--- src/rtl/booth_r4_seq_mult_if.sv ---
// Start/operand/result bundle for booth_r4_seq_mult.
// The master drives start/a/b; the slave (the multiplier) returns busy/done/product.
interface booth_r4_seq_mult_if #(
    parameter int WIDTH = 8
);
    logic                   start;
    logic [WIDTH-1:0]       a;
    logic [WIDTH-1:0]       b;
    logic                   busy;
    logic                   done;
    logic [2*WIDTH-1:0]     product;

    modport master (
        output start, a, b,
        input  busy, done, product
    );

    modport slave (
        input  start, a, b,
        output busy, done, product
    );
endinterface

--- src/rtl/booth_r4_seq_mult.sv ---
// Sequential radix-4 Booth multiplier: one Booth digit per clock through a shared adder.
// Optional BOOTH_EARLY_TERM_EN: finish as soon as all remaining multiplier digits are zero.
module booth_r4_seq_mult #(
    parameter int WIDTH = 8
) (
    input  logic                 clk,
    input  logic                 reset,
    booth_r4_seq_mult_if.slave   bus
);
    localparam int N  = WIDTH / 2;
    localparam int KW = $clog2(N + 1);

    typedef enum logic [0:0] {
        IDLE = 1'b0,
        RUN  = 1'b1
    } state_t;

    state_t                 state_r;
    logic [WIDTH+1:0]       a_r;
    logic [WIDTH:0]         m_r;
    logic [2*WIDTH-1:0]     acc_r;
    logic [KW-1:0]          k_r;
    logic                   busy_r;
    logic                   done_r;
    logic [2*WIDTH-1:0]     product_r;

    logic [WIDTH+1:0]       pp_s;
    logic [2*WIDTH-1:0]     pp_ext_s;
    logic [2*WIDTH-1:0]     acc_next_s;
    logic [WIDTH:0]         m_next_s;
    logic                   last_s;

    // Radix-4 Booth recoding of one digit into a WIDTH+2-bit partial product.
    function automatic logic [WIDTH+1:0] booth_pp(input logic [2:0] code,
                                                  input logic [WIDTH+1:0] mcand);
        logic [WIDTH+1:0] pp;
        case (code)
            3'b001, 3'b010: pp = mcand;
            3'b011:         pp = {mcand[WIDTH:0], 1'b0};
            3'b100:         pp = -{mcand[WIDTH:0], 1'b0};
            3'b101, 3'b110: pp = -mcand;
            default:        pp = {(WIDTH+2){1'b0}};
        endcase
        return pp;
    endfunction

    assign bus.busy    = busy_r;
    assign bus.done    = done_r;
    assign bus.product = product_r;

    // Digit datapath: weighted partial product, next accumulator, shifted multiplier, last-digit flag.
    always_comb begin
        last_s     = 1'b0;
        pp_s       = booth_pp(m_r[2:0], a_r);
        pp_ext_s   = {{(WIDTH-2){pp_s[WIDTH+1]}}, pp_s};
        acc_next_s = acc_r + (pp_ext_s << {k_r, 1'b0});
        m_next_s   = {{2{m_r[WIDTH]}}, m_r[WIDTH:2]};
        if (k_r == KW'(N - 1)) begin
            last_s = 1'b1;
        end
`ifdef BOOTH_EARLY_TERM_EN
        // All-zero or all-one remaining bits recode to zero digits only.
        else if ((m_next_s == {(WIDTH+1){1'b0}}) || (m_next_s == {(WIDTH+1){1'b1}})) begin
            last_s = 1'b1;
        end
`endif
        else begin
            last_s = 1'b0;
        end
    end

    // Control FSM with registered busy/done/product.
    always_ff @(posedge clk) begin
        if (reset) begin
            state_r   <= IDLE;
            a_r       <= {(WIDTH+2){1'b0}};
            m_r       <= {(WIDTH+1){1'b0}};
            acc_r     <= {(2*WIDTH){1'b0}};
            k_r       <= {KW{1'b0}};
            busy_r    <= 1'b0;
            done_r    <= 1'b0;
            product_r <= {(2*WIDTH){1'b0}};
        end else begin
            done_r <= 1'b0;
            case (state_r)
                IDLE: begin
                    if (bus.start) begin
                        a_r     <= {{2{bus.a[WIDTH-1]}}, bus.a};
                        m_r     <= {bus.b, 1'b0};
                        acc_r   <= {(2*WIDTH){1'b0}};
                        k_r     <= {KW{1'b0}};
                        busy_r  <= 1'b1;
                        state_r <= RUN;
                    end
                end
                RUN: begin
                    acc_r <= acc_next_s;
                    m_r   <= m_next_s;
                    k_r   <= k_r + KW'(1);
                    if (last_s) begin
                        product_r <= acc_next_s;
                        done_r    <= 1'b1;
                        busy_r    <= 1'b0;
                        state_r   <= IDLE;
                    end
                end
                default: begin
                    busy_r  <= 1'b0;
                    state_r <= IDLE;
                end
            endcase
        end
    end
endmodule

--- src/flat_wrapper.sv ---
// flat-port wrapper written by rule: the top's interface ports become plain ports
module booth_r4_seq_mult_flat 
#(
    parameter int WIDTH = 8
)
  (clk, reset, bus_start, bus_a, bus_b, bus_busy, bus_done, bus_product);
  booth_r4_seq_mult_if #(.WIDTH(WIDTH)) bus_i ();
  input  logic clk;
  input  logic reset;
  input wire logic [$bits(bus_i.start)-1:0] bus_start;
  input wire logic [$bits(bus_i.a)-1:0] bus_a;
  input wire logic [$bits(bus_i.b)-1:0] bus_b;
  output wire logic [$bits(bus_i.busy)-1:0] bus_busy;
  output wire logic [$bits(bus_i.done)-1:0] bus_done;
  output wire logic [$bits(bus_i.product)-1:0] bus_product;
  assign bus_i.start = bus_start;
  assign bus_i.a = bus_a;
  assign bus_i.b = bus_b;
  assign bus_busy = bus_i.busy;
  assign bus_done = bus_i.done;
  assign bus_product = bus_i.product;
  booth_r4_seq_mult #(.WIDTH(WIDTH)) u_core (.clk(clk), .reset(reset), .bus(bus_i));
endmodule
--- config.mk ---
export PLATFORM = sky130hd
export DESIGN_NAME = booth_r4_seq_mult_flat
export DESIGN_NICKNAME = d
export VERILOG_FILES = /design/src/rtl/booth_r4_seq_mult_if.sv /design/src/rtl/booth_r4_seq_mult.sv /design/src/flat_wrapper.sv
export SDC_FILE = /design/constraint.sdc
export NUM_CORES = 1
export LEC_CHECK = 0
export CORE_MARGIN = 2
export CORE_UTILIZATION = 58
export CTS_BUF_LIST = sky130_fd_sc_hd__clkbuf_16
export CTS_CLUSTER_DIAMETER = 150
export CTS_CLUSTER_SIZE = 16
export DETAILED_ROUTE_END_ITERATION = 7
export GPL_TIMING_DRIVEN = 1
export HOLD_SLACK_MARGIN = 0.12
export PLACE_DENSITY_LB_ADDON = 0.12
export SYNTH_ARGS = -nofsm -noshare
export SYNTH_HDL_FRONTEND = slang
export SYNTH_SLANG_ARGS = --single-unit
--- constraint.sdc ---
create_clock -name clk -period 4.8 [get_ports clk]
set_input_delay 1.44 -clock clk [delete_from_list [all_inputs] [get_ports clk]]
set_output_delay 1.44 -clock clk [all_outputs]
set_load 0.1 [all_outputs]
== Yosys cells after proc, flatten, opt, wreduce, memory -nomap -nowiden ==
Cells that the tools add are included.

* Add/subtract/negate cells: 4
* Shift operators: 1
* Reduce and logical (&&, ||, !) cells: 7
* Multiplexer cells: 15
* Equality and inequality tests: 9
* Bitwise gates (word level): 1

{| class="wikitable"
|+ Operators by type and width
! kind !! number
|-
| 10-bit case mux with 4 select lines || 1
|-
| 16-bit case mux with 2 select lines || 1
|-
| 10-bit negator || 2
|-
| 9-bit case mux with 2 select lines || 1
|-
| 16-bit adder || 1
|-
| 16-bit two-way mux || 1
|-
| 16-bit by 4-bit left shift with 16-bit output || 1
|-
| 3-bit by 2-bit equality test with 1-bit output, second input constant || 3
|-
| 3-bit equality test, second input constant || 3
|-
| 9-bit two-way mux || 1
|-
| 2-bit AND reduction || 4
|-
| 1-bit two-way mux || 6
|-
| 3-bit case mux with 2 select lines || 1
|-
| 2-bit OR reduction || 3
|-
| 2-bit inequality test, second input constant || 2
|-
| 1-bit case mux with 2 select lines || 2
|-
| 3-bit by 1-bit adder with 3-bit output, second input constant || 1
|-
| 3-bit by 1-bit equality test with 1-bit output, second input constant || 1
|-
| 3-bit two-way mux || 1
|-
| 1-bit inverter || 1
|}

* Output and inout bits: 18
* Flip-flop bits (word level): 55
* Bits of input ports: 19
* Logic and storage cells: 46

== Depth between registers and ports, before layout ==
Gate-level depths: netlist (run 1).

* Depth after elaboration: 6
* Mapped depth: 20
* Gate-level depth less buffers: 19

== Worst setup path before layout (run 1) ==
Ideal clock, no wire load.

* Path kind: reg2reg
* Start point: register u_core.a_r[0]
* End point: register u_core.product_r[14] (netlist: u_core.bus.product[14])
* Arrival: 3.637 ns
* Setup time: 0.120 ns
* Cell stages (with the launch flop): 20
* Data required time: 4.680 ns
* Path buffers: 1
* Period minus slack after synthesis: 3.757 ns
* Slack: 1.043 ns
* Cell sequence: dfxtp_1 buf_2 inv_1 ha_1 or3b_1 a21boi_1 o21ai_0 a22oi_1 o31ai_1 mux2_2 nor2_1 ha_1 o21ai_0 and2_1 o31ai_1 a21oi_1 o21a_1 a21oi_1 nor4b_1 a211o_1

* Word-level cells in the longest chain between the ends: 4
* Elaborated cells on any way between the ends: 5
* Those cells by class: add/sub (3); shift (1); mux (1)

{| class="wikitable"
|+ RTL lines
! element !! RTL line !! text
|-
| start, declared || booth_r4_seq_mult.sv:19 || <nowiki>logic [WIDTH+1:0] a_r;</nowiki>
|-
| start signal, assigned || booth_r4_seq_mult.sv:76 || <nowiki>a_r <= {(WIDTH+2){1'b0}};</nowiki>
|-
| start signal, assigned || booth_r4_seq_mult.sv:88 || <nowiki>a_r <= {{2{bus.a[WIDTH-1]}}, bus.a};</nowiki>
|-
| 10-bit negator (on tied branches) || booth_r4_seq_mult.sv:41, booth_r4_seq_mult.sv:40 ||
|-
| 10-bit case mux with 4 select lines (*) || booth_r4_seq_mult.sv:37 || <nowiki>case (code)</nowiki>
|-
| 16-bit by 4-bit left shift with 16-bit output (*) || booth_r4_seq_mult.sv:56 || <nowiki>acc_next_s = acc_r + (pp_ext_s << {k_r, 1'b0});</nowiki>
|-
| 16-bit adder (*) || booth_r4_seq_mult.sv:56 ||
|-
| end signal, assigned || booth_r4_seq_mult.sv:82 || <nowiki>product_r <= {(2*WIDTH){1'b0}};</nowiki>
|-
| end signal, assigned || booth_r4_seq_mult.sv:101 || <nowiki>product_r <= acc_next_s;</nowiki>
|-
| end, declared || booth_r4_seq_mult.sv:25 || <nowiki>logic [2*WIDTH-1:0] product_r;</nowiki>
|}

Mark *: on every way between the ends. The rest lies on a longest branch, timed or not.
A chain may end at the register's enable or synchronous reset.

== Worst setup path after layout (run 1) ==
Ends and elaborated chain as after synthesis.

==> impl_metrics.env, run 1 <==
export IMPL_r2r_end="u_core.bus.product[14]"
export IMPL_drive_gt1_share_pct=4.519
export IMPL_clk_latency_ns=0.29
export IMPL_yosysWarnings=0
export IMPL_multi_input_area_um2=2414
export IMPL_clock_sinks=55
export IMPL_drt_iter0_drc=210
export IMPL_min_to="u_core.bus.product[7]"
export IMPL_hold_viol_final=0
export IMPL_synth_seq_area_share_pct=29.61
export IMPL_syn_inst=498
export IMPL_path_clk_slew_ns=0.07
export IMPL_synth_top_area_share_pct=29.61
export IMPL_numCtsBuffers=5
export IMPL_die_h_um=84.07
export IMPL_core_area_um2=6277
export IMPL_synth_edf_count=0
export IMPL_fp_dieW_um=84.07
export IMPL_num_vias=3444
export IMPL_nets=546
export IMPL_wl_per_cell_um=15.22
export IMPL_synth_area_um2=3719
export IMPL_seqCellArea_um2=1101
export IMPL_seqPwrFrac_pct=45.8
export IMPL_critPathRequiredTime_ns=4.99
export IMPL_initial_utilization_pct=59.24
export IMPL_synth_cell_types=63
export IMPL_reg2reg_setup_slack_ns=0.39
export IMPL_finClkSkew_ns=0.005796
export IMPL_clockRootBuffer="clkbuf_16"
export IMPL_ctsResizeCount=0
export IMPL_clock_fmax_ghz=0.2270
export IMPL_drt_wl_total_um=8920
export IMPL_synth_top_cell_by_area="dfxtp_1"
export IMPL_outcome="complete, no violations"
export IMPL_min_period_ns=4.405
export IMPL_fillCellCount=570
export IMPL_p_per_area_nw_per_um2=258.2
export IMPL_cts_setup_buffers=0
export IMPL_hpwl_um=6493
export IMPL_timing_final_crit_share_pct=91.77
export IMPL_relSlewSlack_pct=30.54
export IMPL_vdd_drop_max_v=0.0001639
export IMPL_port_buffers=36
export IMPL_ant_nets=0
export IMPL_min_from="u_core.bus.product[7]"
export IMPL_power_frac_comb_pct=21.4
export IMPL_grt_usage_pct=25.50
export IMPL_grt_pass1_vias=3156
export IMPL_path_class="register to register"
export IMPL_synth_avg_cell_area_um2=7.467
export IMPL_grt_max_degree=60
export IMPL_critPathMaxStageDelay_ns=0.39
export IMPL_gr_total_overflow=0
export IMPL_whs_path_depth=2
export IMPL_insertedDiodeCount=0
export IMPL_critical_path_arrival_ns=4.59
export IMPL_boundaryPins=37
export IMPL_postCtsHoldBufs=0
export IMPL_r2r_cells=18
export IMPL_hold_path_class="register to register"
export IMPL_ys_ff_latch=55
export IMPL_cts_tree="done"
export IMPL_r2r_start="u_core.a_r[0]"
export IMPL_slew_viol_final=0
export IMPL_grt_pass1_wl_um=14990
export IMPL_via_per_inst=5.877
export IMPL_crit_slowest_cell="dfxtp_1"
export IMPL_die_area_um2=7068
export IMPL_maxCapViolations=0
export IMPL_ys_top_cells_by_area="dfxtp_1 30%, a21oi_1 8.2%, nand2_1 6.3%"
export IMPL_drc_errors=0
export IMPL_switching_share_pct=29.88
export IMPL_cp_max_fo=10
export IMPL_internal_power_uw=758.5
export IMPL_rsz0062_at_grt="no"
export IMPL_leakage_uw=0.001651
export IMPL_synthArstFlopShare_pct=0
export IMPL_clkPwrFrac_pct=32.8
export IMPL_synthFlopType="dfxtp_1"
export IMPL_finalSetupViolCount=0
export IMPL_p_sw_uw=323.3
export IMPL_clock_path_buffers=2
export IMPL_synthToLayoutAreaGrowth_pct=12.69
export IMPL_gp_congestion=0.9338
export IMPL_endpoint_kind="register"
export IMPL_max_slew_worst_pin_slew_ns=1.042
export IMPL_grt_antenna_before_repair=0
export IMPL_post_route_util_pct=66.75
export IMPL_first_pass_iters=6
export IMPL_h_tree_depth=2
export IMPL_rows=29
export IMPL_crit_chain="inv_1, ha_1, nor3b_2, nor3b_1, o21ai_0, a22oi_1, o31ai_1, mux2_2, nor2_1, ha_1, o21ai_0, and2_1, o31ai_1, a21oi_1, o21a_1, a21oi_1, nor4b_1, a211o_1"
export IMPL_setup_worst_path_start="u_core.a_r[0]"
export IMPL_syn_num_nets=536
export IMPL_start_kind="register"
export IMPL_fin_tns_setup_ns=0
==> per-layer routing <==
metal | part of all wire (%) | vias to the layer above | GRT usage, %
li1 | - | 1775 | -
met1 | 46 | 1601 | 33.39
met2 | 50 | 55 | 44.08
met3 | 2.7 | 13 | 3.264
met4 | 1.6 | 0 | 6.745
met5 | 0 | - | 0
==> worst max-delay path: cells and delay by family, from the launching register on <==
family | cells | cell delay [ns]
compound gates | 9 | 2.12
simple gates | 5 | 0.86
fa+ha+maj | 2 | 0.57
flops | 1 | 0.39
mux | 1 | 0.26
buf+inv | 1 | 0.09
==> per-stage QoR <==
step                instances  setup slack, ns  power (uW)  hold slack, ns  instance area (um^2)
floorplan                 498            1.043       677.0          0.4363                  3719
global placement          578           0.6511       729.8          0.4422                  4049
detailed placement        578           0.4938       734.9          0.4487                  4049
CTS                       586           0.4734        1086          0.4587                  4190
global route              586          0.09020        1136          0.4715                  4190
finish                    586           0.3948        1082          0.4565                  4190
==> cell type report <==
| cell class | count | share of cell area (%) |
|---|---|---|
| sequential | 55 | 26.28 |
| tap | 77 | 2.299 |
| clock buffer | 5 | 2.986 |
| multi-input combinational | 392 | 57.60 |
| timing repair buffer | 40 | 9.197 |
| inverter | 14 | 1.254 |
| clock inverter | 3 | 0.3882 |
==> worst max-delay path by stage <==
| stage | endpoint | slack, ns |
|---|---|---|
| 3_5_place_dp | u_core.bus.product[14] | 0.49 |
| 4_1_cts | u_core.bus.product[14] | 0.47 |
| 3_3_place_gp | u_core.bus.product[14] | 0.65 |
| 6_report | u_core.bus.product[14] | 0.39 |
| 2_1_floorplan | u_core.bus.product[14] | 1.04 |
| 5_1_grt | u_core.bus.product[15] | 0.09 |
==> cells by family (layout without fill, tap and decap cells) <==
family / count (synthesis) / count (layout) / synth area share (%)
multiplexers: 12 / 12 / 3.331
buffers and inverters: 51 / 62 / 5.485
AND/OR/NAND/NOR: 200 / 200 / 26.68
adder cells (fa/ha/maj): 19 / 19 / 6.595
AO/OA/AOI/OAI: 143 / 143 / 24.06
flip-flops: 55 / 55 / 29.61
XOR/XNOR: 18 / 18 / 4.240
==> registers in the layout, indices dropped and copies added (netlist names) <==
name and flops:
u_core.bus.product 16, u_core.a_r 8, u_core.m_r 9, u_core.bus.busy 1, u_core.state_r 1, u_core.acc_r 16, u_core.bus.done 1, u_core.k_r 3
==> power groups by stage <==
| stage | clock network (uW) | registers [uW] | logic, uW |
|---|---|---|---|
| after floorplan | 0 | 497 | 180 |
| after global placement | 0 | 505 | 225 |
| after detailed placement | 0 | 506 | 229 |
| after CTS | 361 | 495 | 230 |
| after global routing | 381 | 498 | 257 |
| final | 354 | 496 | 231 |
==> Yosys cell counts (3+ instances only) <==
cell type  number
clkbuf_1       30
nor3_1         15
dfxtp_1        55
a21o_1          6
a21oi_1        61
or3_1           3
and2_1          6
nand3b_1        4
nand2b_1        5
a211oi_1        8
nor3b_1        19
ha_1           18
and3_1          3
o21ai_1         3
mux2_2          3
o21ai_0        20
nor2b_1         3
nand3_1         6
o31ai_1         5
xnor2_1        12
inv_1          14
xor2_1          6
mux2i_1         9
nand2_1        62
o21a_1          5
nor2_1         58
o211ai_1        5
buf_2           4
==> layout by cell type, fill, tap and decap left out, types with 3 or more instances in the layout <==
cell	n
and2_1	6
xnor2_1	12
o21ai_1	3
ha_1	18
o31ai_1	5
and3_1	3
nand3_1	6
dfxtp_1	55
a21oi_1	61
nor2_1	58
o21ai_0	20
mux2i_1	9
a21o_1	6
clkbuf_16	5
buf_4	4
clkdlybuf4s50_1	35
o211ai_1	5
or3_1	3
nor3b_1	19
xor2_1	6
nand2_1	62
a211oi_1	8
nor2b_1	3
nand3b_1	4
nor3_1	15
nand2b_1	5
inv_1	15
mux2_2	3
o21a_1	5
Note: power is estimated with default switching activity, not from simulation.
==> inputs of run 2 (changes only) <==
- CTS_CLUSTER_DIAMETER: 150 -> not set
- REMOVE_ABC_BUFFERS: not set -> 1
==> impl_metrics.env, run 2 (synthesized netlist as in run 1, its figures left out) <==
export IMPL_ant_nets=0
export IMPL_synthToLayoutAreaGrowth_pct=13.59
export IMPL_boundaryPins=37
export IMPL_start_kind="register"
export IMPL_leakage_uw=0.001667
export IMPL_p_sw_uw=322.0
export IMPL_relSlewSlack_pct=30.85
export IMPL_r2r_start="u_core.a_r[0]"
export IMPL_gp_congestion=0.9280
export IMPL_clkPwrFrac_pct=36.4
export IMPL_stdcell_count=587
export IMPL_postCtsHoldBufs=0
export IMPL_drive_gt1_share_pct=4.706
export IMPL_wl_per_cell_um=14.11
export IMPL_cp_top_family="compound AO/OA/AOI/OAI gates"
export IMPL_clock_sinks=55
export IMPL_cts_setup_buffers=0
export IMPL_endpoint_kind="register"
export IMPL_crit_chain="inv_1, ha_1, or3b_1, a21boi_1, o21ai_0, a22oi_1, o31ai_1, mux2_2, nor2_1, ha_1, o21ai_0, and2_1, o31ai_1, a21oi_1, o21a_1, a21oi_1, nor4b_1, a211o_1"
export IMPL_die_h_um=84.07
export IMPL_insertedDiodeCount=0
export IMPL_vdd_drop_max_v=0.0001641
export IMPL_drt_wl_total_um=8285
export IMPL_clk_latency_ns=0.29
export IMPL_via_per_inst=5.867
export IMPL_initial_utilization_pct=59.24
export IMPL_fin_tns_setup_ns=0
export IMPL_finalSetupViolCount=0
export IMPL_power_frac_comb_pct=20.3
export IMPL_critPathMaxStageDelay_ns=0.41
export IMPL_drc_errors=0
export IMPL_die_area_um2=7068
export IMPL_numCtsBuffers=5
export IMPL_p_per_area_nw_per_um2=269.1
export IMPL_switching_share_pct=28.32
export IMPL_clock_path_buffers=2
export IMPL_clock_fmax_ghz=0.2297
export IMPL_post_dp_cell_area_um2=4056
export IMPL_min_from="u_core.bus.product[7]"
export IMPL_slew_viol_final=0
export IMPL_nets=547
export IMPL_ctsResizeCount=0
export IMPL_whs_ns=0.4528
export IMPL_hpwl_um=5888
export IMPL_clockRootBuffer="clkbuf_16"
export IMPL_cp_max_fo=10
export IMPL_path_clk_slew_ns=0.07
export IMPL_critPathRequiredTime_ns=4.99
export IMPL_min_to="u_core.bus.product[7]"
export IMPL_max_slew_worst_pin_slew_ns=1.037
export IMPL_timing_final_crit_share_pct=90.70
export IMPL_maxCapViolations=0
export IMPL_cts_tree="done"
export IMPL_core_area_um2=6277
export IMPL_drt_iter0_drc=152
export IMPL_grt_usage_pct=23.42
export IMPL_whs_path_depth=2
export IMPL_grt_pass1_wl_um=13850
export IMPL_reg2reg_setup_slack_ns=0.45
export IMPL_dp_cells=579
export IMPL_grt_pass1_vias=3114
export IMPL_grt_max_degree=60
export IMPL_hold_path_class="register to register"
export IMPL_layout_common_cells="62 x nand2_1, 61 x a21oi_1, 58 x nor2_1"
export IMPL_worst_path_buf_inv=1
export IMPL_outcome="complete, no violations"
export IMPL_final_common_cell="nand2_1"
export IMPL_path_class="register to register"
export IMPL_finalInstanceArea_um2=4224
export IMPL_h_tree_depth=2
export IMPL_gr_total_overflow=0
export IMPL_r2r_end="u_core.bus.product[14]"
export IMPL_rsz0062_at_grt="no"
export IMPL_crit_slowest_cell="or3b_1"
export IMPL_hold_viol_final=0
export IMPL_finClkSkew_ns=0.007616
export IMPL_seqPwrFrac_pct=43.3
export IMPL_internal_power_uw=814.9
export IMPL_r2r_cells=18
export IMPL_critical_path_arrival_ns=4.54
export IMPL_first_pass_iters=4
export IMPL_port_buffers=36
export IMPL_rows=29
export IMPL_grt_antenna_before_repair=0
export IMPL_fp_dieW_um=84.07
export IMPL_min_period_ns=4.353
export IMPL_num_vias=3444
export IMPL_fillCellCount=560
run 2: cell count changes in the layout (fill, tap and decap cells not counted), sizes merged:
cell      previous run  this run
buf                  5         6
clkinvlp             1         0
bufinv               0         1
run 2: final cells by class:
cell class | count | area [um^2] | share of cell area (%)
multi-input cells | 392 | 2414 | 57.14
flip-flops and latches | 55 | 1101 | 26.07
repair buffers | 41 | 392.9 | 9.301
clock buffers | 5 | 125.1 | 2.962
well taps | 77 | 96.34 | 2.281
inverters | 14 | 52.55 | 1.244
clock inverters | 3 | 42.54 | 1.007
run 2: power by group through the flow:
stage	clock (uW)	sequential (uW)	combinational (uW)
4_1_cts	426	492	229
2_1_floorplan	0	511	150
6_report	414	492	231
5_1_grt	442	495	256
3_5_place_dp	0	502	228
3_3_place_gp	0	502	223
run 2: per-layer routing:
| layer | vias up | track usage (%) | wire [um] |
|---|---|---|---|
| li1 | 1780 | - | - |
| met1 | 1559 | 28.92 | 3801 |
| met2 | 85 | 40.40 | 3919 |
| met3 | 20 | 3.561 | 340 |
| met4 | 0 | 9.677 | 224 |
| met5 | - | 0 | 0 |
run 2: how the worst max path moves through the flow:
stage / startpoint / endpoint / slack, ns / depth (start not counted)
2_1_floorplan: u_core.a_r[0] / u_core.bus.product[14] / 1.07 / 18
5_1_grt: u_core.a_r[0] / u_core.bus.product[15] / 0.12 / 16
6_report: u_core.a_r[0] / u_core.bus.product[14] / 0.45 / 18
3_3_place_gp: u_core.a_r[0] / u_core.bus.product[14] / 0.63 / 18
4_1_cts: u_core.a_r[0] / u_core.bus.product[14] / 0.48 / 18
3_5_place_dp: u_core.a_r[0] / u_core.bus.product[14] / 0.53 / 18
run 2: through the flow:
step / utilization, % / total power (uW) / setup WS, ns
after global placement: 64.62 / 725.0 / 0.6304
after CTS: 67.29 / 1147 / 0.4806
after global routing: 67.29 / 1194 / 0.1242
after floorplan: - / 661.1 / 1.068
final: 67.29 / 1137 / 0.4465
after detailed placement: 64.62 / 730.4 / 0.5283
run 2: worst register-to-register path, cell delays in order, from the launching register on:
cell	delay (ns)
dfxtp_1	0.39
inv_1	0.09
ha_1	0.23
or3b_1	0.41
a21boi_1	0.21
o21ai_0	0.12
a22oi_1	0.27
o31ai_1	0.14
mux2_2	0.30
nor2_1	0.12
ha_1	0.25
o21ai_0	0.13
and2_1	0.18
o31ai_1	0.35
a21oi_1	0.18
o21a_1	0.21
a21oi_1	0.27
nor4b_1	0.10
a211o_1	0.30
